===== src/rtl/nn_weight_loader_if.sv =====
// Valid/ready word stream carrying weight and bias words into nn_weight_loader.
// The master drives valid/data/last; the slave answers with ready.
interface nn_weight_loader_if #(
  parameter int WEIGHT_BITS = 3
);
  logic                   valid;
  logic                   ready;
  logic [WEIGHT_BITS-1:0] data;
  logic                   last;

  modport master (output valid, output data, output last, input ready);
  modport slave  (input valid, input data, input last, output ready);
endinterface


===== src/rtl/nn_weight_loader.sv =====
// Loads a framed stream of weight/bias words into shadow registers and commits them
// atomically to the active network parameter buses only when the frame is well formed.
module nn_weight_loader #(
  parameter int  N_INPUTS    = 4,
  parameter int  N_LAYER_1   = 2,
  parameter int  N_LAYER_2   = 2,
  parameter int  WEIGHT_BITS = 3,
  localparam int N_WEIGHTS   = N_INPUTS*N_LAYER_1 + N_LAYER_1*N_LAYER_2 + N_LAYER_2*2,
  localparam int N_BIAS      = N_LAYER_1 + N_LAYER_2 + 2,
  localparam int N_WORDS     = N_WEIGHTS + N_BIAS,
  localparam int CW          = $clog2(N_WORDS+1)
) (
  input  logic                             clk,
  input  logic                             reset,
  input  logic                             start,
  nn_weight_loader_if.slave                s,
  output logic [N_WEIGHTS*WEIGHT_BITS-1:0] weights_t,
  output logic [N_BIAS*WEIGHT_BITS-1:0]    bias_t,
  output logic                             loaded,
  output logic                             busy,
  output logic                             err,
  output logic [CW-1:0]                    word_cnt
);
  localparam int WB = WEIGHT_BITS;

  typedef enum logic [1:0] {IDLE, LOAD, COMMIT, ERR} state_t;

  state_t                      state, next_state;
  logic [N_WEIGHTS*WB-1:0]     shadow_w;
  logic [N_BIAS*WB-1:0]        shadow_b;
  logic                        accept;
  logic                        clear;
  logic                        last_word;
  logic                        set_err;

  assign s.ready   = (state == LOAD);
  // A start in LOAD restarts the frame, so a word offered in that same cycle is dropped.
  assign accept    = s.valid && s.ready && !start;
  assign clear     = start && (state != COMMIT);
  assign last_word = (word_cnt == CW'(N_WORDS-1));

  // NOTE: every output of this block gets a default first, so no path leaves one unassigned (no latches).
  always_comb begin
    next_state = state;
    set_err    = 1'b0;
    case (state)
      IDLE:   if (start) next_state = LOAD;
      LOAD: begin
        if (accept) begin
          if (last_word && s.last) begin
            next_state = COMMIT;
          end else if (last_word || s.last) begin
            next_state = ERR;
            set_err    = 1'b1;
          end
        end
      end
      COMMIT: next_state = IDLE;
      ERR:    if (start) next_state = LOAD;
      default: next_state = IDLE;
    endcase
  end

  // NOTE: sequential state uses non-blocking assignments so every register samples pre-edge values.
  always_ff @(posedge clk) begin
    if (reset) begin
      // NOTE: the shadow registers are reset too, so nothing stale can ever reach the active buses.
      state     <= IDLE;
      busy      <= 1'b0;
      err       <= 1'b0;
      loaded    <= 1'b0;
      word_cnt  <= '0;
      shadow_w  <= '0;
      shadow_b  <= '0;
      weights_t <= '0;
      bias_t    <= '0;
    end else begin
      state <= next_state;
      busy  <= (next_state == LOAD) || (next_state == COMMIT);

      if (clear) begin
        word_cnt <= '0;
        err      <= 1'b0;
        shadow_w <= '0;
        shadow_b <= '0;
      end else if (accept) begin
        word_cnt <= word_cnt + 1'b1;
        for (int k = 0; k < N_WEIGHTS; k++)
          if (word_cnt == CW'(k)) shadow_w[k*WB +: WB] <= s.data;
        for (int k = 0; k < N_BIAS; k++)
          if (word_cnt == CW'(N_WEIGHTS+k)) shadow_b[k*WB +: WB] <= s.data;
      end

      if (set_err) err <= 1'b1;

      // The only edge on which the active parameter set changes.
      if (state == COMMIT) begin
        weights_t <= shadow_w;
        bias_t    <= shadow_b;
        loaded    <= 1'b1;
      end
    end
  end
endmodule

===== src/flat_wrapper.sv =====
// flat-port wrapper written by rule: the top's interface ports become plain ports
module nn_weight_loader_flat 
#(
  parameter int  N_INPUTS    = 4,
  parameter int  N_LAYER_1   = 2,
  parameter int  N_LAYER_2   = 2,
  parameter int  WEIGHT_BITS = 3,
  localparam int N_WEIGHTS   = N_INPUTS*N_LAYER_1 + N_LAYER_1*N_LAYER_2 + N_LAYER_2*2,
  localparam int N_BIAS      = N_LAYER_1 + N_LAYER_2 + 2,
  localparam int N_WORDS     = N_WEIGHTS + N_BIAS,
  localparam int CW          = $clog2(N_WORDS+1)
)
  (clk, reset, start, weights_t, bias_t, loaded, busy, err, word_cnt, s_valid, s_data, s_last, s_ready);
  nn_weight_loader_if #(.WEIGHT_BITS(WEIGHT_BITS)) s_i ();
  input  logic clk;
  input  logic reset;
  input  logic start;
  output logic [N_WEIGHTS*WEIGHT_BITS-1:0] weights_t;
  output logic [N_BIAS*WEIGHT_BITS-1:0] bias_t;
  output logic loaded;
  output logic busy;
  output logic err;
  output logic [CW-1:0] word_cnt;
  input wire logic [$bits(s_i.valid)-1:0] s_valid;
  input wire logic [$bits(s_i.data)-1:0] s_data;
  input wire logic [$bits(s_i.last)-1:0] s_last;
  output wire logic [$bits(s_i.ready)-1:0] s_ready;
  assign s_i.valid = s_valid;
  assign s_i.data = s_data;
  assign s_i.last = s_last;
  assign s_ready = s_i.ready;
  nn_weight_loader #(.N_INPUTS(N_INPUTS), .N_LAYER_1(N_LAYER_1), .N_LAYER_2(N_LAYER_2), .WEIGHT_BITS(WEIGHT_BITS)) u_core (.clk(clk), .reset(reset), .start(start), .s(s_i), .weights_t(weights_t), .bias_t(bias_t), .loaded(loaded), .busy(busy), .err(err), .word_cnt(word_cnt));
endmodule

===== config.mk =====
export PLATFORM = sky130hd
export DESIGN_NAME = nn_weight_loader_flat
export DESIGN_NICKNAME = d
export VERILOG_FILES = /design/src/rtl/nn_weight_loader_if.sv /design/src/rtl/nn_weight_loader.sv /design/src/flat_wrapper.sv
export SDC_FILE = /design/constraint.sdc
export NUM_CORES = 1
export LEC_CHECK = 0
export BUFFER_PORTS_ARGS = -buffer_cell sky130_fd_sc_hd__buf_2
export CAP_MARGIN = 30
export CORE_UTILIZATION = 30
export CTS_CLUSTER_DIAMETER = 40
export DETAILED_ROUTE_END_ITERATION = 10
export GPL_TIMING_DRIVEN = 0
export SYNTH_ARGS = -nofsm -noshare
export SYNTH_HDL_FRONTEND = slang
export SYNTH_SLANG_ARGS = --single-unit

===== constraint.sdc =====
create_clock -name clk -period 3.6 [get_ports clk]
set_clock_uncertainty 0.05 [all_clocks]
set_input_delay 0.36 -clock clk [delete_from_list [all_inputs] [get_ports clk]]
set_output_delay 0.36 -clock clk [all_outputs]
set_load 0.02 [all_outputs]

; After elaboration in Yosys (flattened, before gate mapping)
; Cells that the tools add are included.
[totals]
register_bits = 142
in_bits = 8
[op_classes]
eq_ne = 27
n_reduce_logical = 34
add_sub_neg = 1
muxes = 11
[ops]
columns = cell, count
row1 = $reduce_and A2 Y1, 22
row2 = $eq A5 B4 Y1 const B, 8
row3 = $eq A5 B5 Y1 const B, 6
row4 = $eq A5 B3 Y1 const B, 4
row5 = $eq A5 B2 Y1 const B, 2
row6 = $mux W2, 4
row7 = $eq A2 B2 Y1 const B, 3
row8 = $mux W1, 6
row9 = $pmux W2 S3, 1
row10 = $add A5 B1 Y5 const B, 1
row11 = $eq A5 B1 Y1 const B, 1
row12 = $logic_not A5 Y1, 1
row13 = $eq A2 B1 Y1 const B, 2
row14 = $logic_and A1 B1 Y1, 4
row15 = $reduce_or A2 Y1, 2
row16 = $logic_not A2 Y1, 1
row17 = $logic_or A1 B1 Y1, 2
row18 = $ne A2 B2 Y1 const B, 1
row19 = $reduce_bool A2 Y1, 1
row20 = $logic_not A1 Y1, 1

; Logic depth before layout (Yosys ltp)
[logic_depth]
ltp_word = 8
depth_mapped = 9
depth_no_buf = 9

; Least setup slack after synthesis
; No wires, ideal clock.
[synth_path]
path_kind = register to register
startpoint = reg u_core.word_cnt[2]
endpoint = reg u_core.busy
period_less_slack_ns = 2.289
stages_incl_launch_ff = 10
arrival_time_ns = 2.181
setup_time_ns = 0.058
setup_slack_ns = 1.311
path_cell_list = dfxtp_1 > clkbuf_1 > nor2b_1 > and3_1 > inv_1 > ha_1 > nand4bb_1 > a221o_1 > a2111oi_2 > a31o_2
[synth_between]
elab_chain_cells = 8
word_cells_on_any_way = 10
cone_classes = eq/ne: 3 / mux: 4 / reduce/logical: 3
[synth_rtl]
columns = item, line_no
row1 = from (decl), nn_weight_loader.sv:22  ; output logic [CW-1:0] word_cnt
row2 = from (signal assigned), nn_weight_loader.sv:87  ; word_cnt <= word_cnt + 1'b1;
row3 = $eq A5 B5 Y1 (*), nn_weight_loader.sv:40  ; assign last_word = (word_cnt == CW'(N_WORDS-1));
row4 = $logic_or A1 B1 Y1, nn_weight_loader.sv:52  ; end else if (last_word || s.last) begin
row5 = $mux W2, nn_weight_loader.sv:52
row6 = $mux W2 (*), nn_weight_loader.sv:50  ; if (last_word && s.last) begin
row7 = $mux W2 (*), nn_weight_loader.sv:49  ; if (accept) begin
row8 = $pmux W2 S3 (*), nn_weight_loader.sv:46  ; case (state)
row9 = $eq A2 B1 Y1 or $eq A2 B2 Y1 (tied branches), nn_weight_loader.sv:79  ; busy <= (next_state == LOAD) || (next_state == COMMIT);
row10 = $logic_or A1 B1 Y1 (*), nn_weight_loader.sv:79
row11 = to (signal assigned), nn_weight_loader.sv:79
row12 = to (decl), nn_weight_loader.sv:20  ; output logic busy,
; Mark *: on every way between the ends. The rest lies on a longest branch, timed or not.
; A chain may end at the register's enable or synchronous reset.

; Worst setup path after layout
; Ends and elaborated chain as after synthesis.

==> tab_implementation.tex <==
\begin{tabular}{lr}
\hline
Metric & Value \\
\hline
\multicolumn{2}{l}{\textbf{Drt}} \\
Via total after detailed routing & between 3000 and 4000 \\
Avg Vias per Cell & 4.39 \\
Aggregate routed wire length & approximately 13000 µm \\
DRC Markers & 0 \\
First-pass detailed-route iteration total & 4 \\
Average wire length per cell after detail routing & between 10 and 15 µm \\
Starting DRC count in detailed routing & 170 \\
Final antenna-violating net count & 0 \\
\multicolumn{2}{l}{\textbf{Synthesis}} \\
Cell variety after synth & 31 \\
Compound-gate portion of the synthesized area & between 1.5 and 2\% \\
Syn avg cell area & slightly above 10 µm² \\
Sequential fraction of the synthesis area & between 50\% and 60\% \\
Number of synthesized register bits & roughly 140 \\
Top area cells in the synthesized netlist & sky130\_fd\_sc\_hd\_\_dfxtp\_1 52\%, sky130\_fd\_sc\_hd\_\_mux2i\_1 24\%, sky130\_fd\_sc\_hd\_\_nor2\_1 9.3\%, sky130\_fd\_sc\_hd\_\_ha\_1 2.3\%, sky130\_fd\_sc\_hd\_\_clkbuf\_1 1.9\% \\
Mapped Area & approximately 5400 µm² \\
Simple-gate portion of the synthesized area & between 15 and 20\% \\
Post-Synth Adder-Cell Area & 2.30\% \\
Xor and xnor fraction of the mapped netlist area & less than 1\% \\
Largest area contributor in the synthesized netlist & sky130\_fd\_sc\_hd\_\_dfxtp\_1 \\
Number of warnings printed during yosys synthesis & 0 \\
Portion of netlist area occupied by mux cells & 23.8\% \\
Cell count after synthesis & $\sim$540 \\
Dominant combinational cell family by area after synthesis & multiplexers \\
Net Count, Synth & 555 \\
Proportion of netlist area held by the largest area contributor & around 52\% \\
\multicolumn{2}{l}{\textbf{CTS}} \\
Clock latency reported for the late side of the worst-skew pair & around 420 ps \\
Cts repair resizes & 0 \\
\# hold bufs at CTS & 0 \\
Clk pin slew, worst setup/hold paths & about 60 ps \\
Num CTS Buffers & 17 \\
Sink Count & approximately 140 \\
Max Buffers Root-to-Sink & 2 \\
H-tree depth & 4 \\
Root Driver & sky130\_fd\_sc\_hd\_\_clkbuf\_16 \\
Clock tree from TritonCTS & done \\
Post CTS Setup Buffer Count & 0 \\
\multicolumn{2}{l}{\textbf{Finish}} \\
Nets & between 600 and 700 \\
Multi-input gate area & 2380 µm² \\
Final core occ & about two fifths \\
Leading cell type in the layout, fill and taps excluded & sky130\_fd\_sc\_hd\_\_dfxtp\_1 \\
Most frequent cells in the layout & 142 x sky130\_fd\_sc\_hd\_\_dfxtp\_1, 135 x sky130\_fd\_sc\_hd\_\_nor2\_1, 129 x sky130\_fd\_sc\_hd\_\_mux2i\_1 \\
Final cell count without fillers & slightly below 900 \\
Growth of design area from synthesis to finish & 23.7\% \\
Layout cell share with drive strength beyond 1 & about a fifth \\
Number of fillers in the final layout & about 1700 \\
Area taken by flip-flops and latches & around 2800 µm² \\
Number of antenna cells inserted & 0 \\
\multicolumn{2}{l}{\textbf{Setup path}} \\
Setup crit start & u\_core.word\_cnt[2] \\
Critical-path maximum fanout & 9 \\
Sort of element at the start of the critical path & flop \\
Arrival time at the worst endpoint & 2770 ps \\
Startpoint of the worst-slack reg-to-reg timing path & u\_core.word\_cnt[2] \\
Worst reg-to-reg path cell count & 9 \\
Required time of the worst setup path & approximately 3900 ps \\
Kind of capture point of the worst setup path & flop \\
Worst R2R Setup Slack & 1140 ps \\
Category of the most critical setup path & reg -> reg \\
Capturing point of the worst reg2reg path & u\_core.busy \\
\multicolumn{2}{l}{\textbf{Die}} \\
I/O pin cnt & 83 \\
Core Area & between 15000 and 20000 µm² \\
Effective utilization at floorplan & between 30\% and 40\% \\
Area of the die & 18700 µm² \\
Width of the chip & 137 µm \\
Die extent in y & 137 µm \\
Count of standard-cell rows & 48 \\
\multicolumn{2}{l}{\textbf{Global route}} \\
Largest net degree at the start of global routing & 17 \\
Global-route wire length before repair & 20200 µm \\
Global route overflow & 0 \\
Vias in the first global route & approximately 3700 \\
Number of antenna violations at the first check in global routing & 0 \\
GRT Util Overall & between 10\% and 20\% \\
\multicolumn{2}{l}{\textbf{Timing}} \\
Final-report setup violation count & 0 \\
Setup repair after global routing missed its margin & false \\
Slew of the pin with the lowest slew margin & around 670 ps \\
Worst-case headroom to the max-slew limit & 55.3\% \\
Shortest period the worst path allows & roughly 2500 ps \\
Hold Violations, Final & 0 \\
Count of final max-slew check failures & 0 \\
Ratio of final minimum period to clock period & 68.3\% \\
Total negative slack for setup checks & 0 ps \\
Max Freq & approximately 0.41 GHz \\
\multicolumn{2}{l}{\textbf{Power and ir drop}} \\
Net switching fraction of the power & 20.6\% \\
Clock network power share & between 50 and 60\% \\
Int Power & 2760 µW \\
Max IR drop VDD & about 0.00033 V \\
Total leakage power & $\sim$0.0026 µW \\
Switching power summed over all nets & 716 µW \\
Combinational share of power & under 10\% \\
Sequential Power Share & a little under half \\
Pwr dens & 517 nW/µm² \\
\multicolumn{2}{l}{\textbf{Min path}} \\
End point of the worst hold path & u\_core.shadow\_w[46] \\
Worst hold path class & in -> reg \\
Worst Hold Launch & s\_data[1] \\
Hold Path Depth & 3 \\
\multicolumn{2}{l}{\textbf{Place}} \\
Detail Placement HPWL & approximately 9000 µm \\
RePlAce Congestion & about 0.76 \\
Placed Instances & about 840 \\
Count of input and output buffers & 81 \\
\multicolumn{2}{l}{\textbf{Flow run}} \\
Maxcap violations & 0 \\
\multicolumn{2}{l}{\textbf{Outcome}} \\
Result of the run & complete, no violations \\
\hline
\end{tabular}
-- worst max path at each step --
stage                     cells after the start  slack, ps     endpoint
after detailed placement                      9       1170  u_core.busy
after global routing                          9        910  u_core.busy
after global placement                        9       1160  u_core.busy
after CTS                                     9       1130  u_core.busy
final                                         9       1140  u_core.busy
after floorplan                               9       1310  u_core.busy
-- cells in the mapped netlist (all sizes together) --
cell type  number
mux2i         129
dfxtp         142
and4b           1
buf            14
nand3           7
nor2b           2
a211oi          1
nand3b          2
and3            8
nor3           13
o211ai          1
nor2          135
nand2b          7
nand4bb         1
a21oi           7
ha             10
nand4           1
a2111oi         1
inv            10
xor2            2
clkbuf         27
and3b           1
a221o           1
a21o            1
nand2          10
o21ba           1
o21ai           1
a31o            1
-- registers in the layout, summed over array words and instances (netlist names), 2 cells and up --
register	cells
u_core.shadow_w	48
u_core.weights_t	48
u_core.bias_t	18
u_core.shadow_b	18
u_core.word_cnt	5
u_core.state	2
-- power groups by stage --
stage	registers, µW	logic [µW]	clock network (µW)
after detailed placement	1610	107	0
final	1580	105	1790
after global placement	1610	107	0
after floorplan	1620	65.8	0
after global routing	1580	116	1890
after CTS	1580	107	1820
-- critical path, stage by stage, from the launching register on --
cell and delay [ps]:
sky130_fd_sc_hd__dfxtp_1 370, sky130_fd_sc_hd__clkbuf_1 330, sky130_fd_sc_hd__nor2b_1 230, sky130_fd_sc_hd__and3_1 210, sky130_fd_sc_hd__inv_1 50, sky130_fd_sc_hd__ha_1 180
sky130_fd_sc_hd__nand4bb_1 170, sky130_fd_sc_hd__a221o_1 360, sky130_fd_sc_hd__a2111oi_2 310, sky130_fd_sc_hd__a31o_2 150
-- stage by stage --
stage          cell area (µm²)  total power (µW)  setup WS, ps  hold WS, ps
6_report                  6720              3470          1140          180
3_3_place_gp              6120              1720          1160          400
4_1_cts                   6720              3510          1130          166
2_1_floorplan             5430              1680          1310          386
5_1_grt                   6720              3590           909          185
3_5_place_dp              6120              1720          1170          403
-- final cells by class --
| type | count | area share (%) |
|---|---|---|
| well taps | 225 | 4.19 |
| flip-flops and latches | 142 | 42.3 |
| clock buffers | 24 | 7.32 |
| plain buffers | 41 | 2.55 |
| repair buffers | 81 | 6.03 |
| clock inverters | 6 | 1.60 |
| multi-input cells | 344 | 35.4 |
| inverters | 10 | 0.559 |
-- logic make-up after synthesis --
kind of cell	after synthesis
simple gates	188
flops	142
mux	129
buf+inv	51
compound gates	15
fa+ha+maj	10
xor+xnor	2
-- per-layer routing --
metal / wire (µm) / global-route usage, % / vias up
li1: - / - / 1985
met2: 5420 / 21.2 / 71
met1: 6400 / 19.7 / 1763
met5: 0 / 0 / -
met3: 641 / 4.63 / 10
met4: 132 / 5.37 / 0
Power figures use the tool's default switching activity.
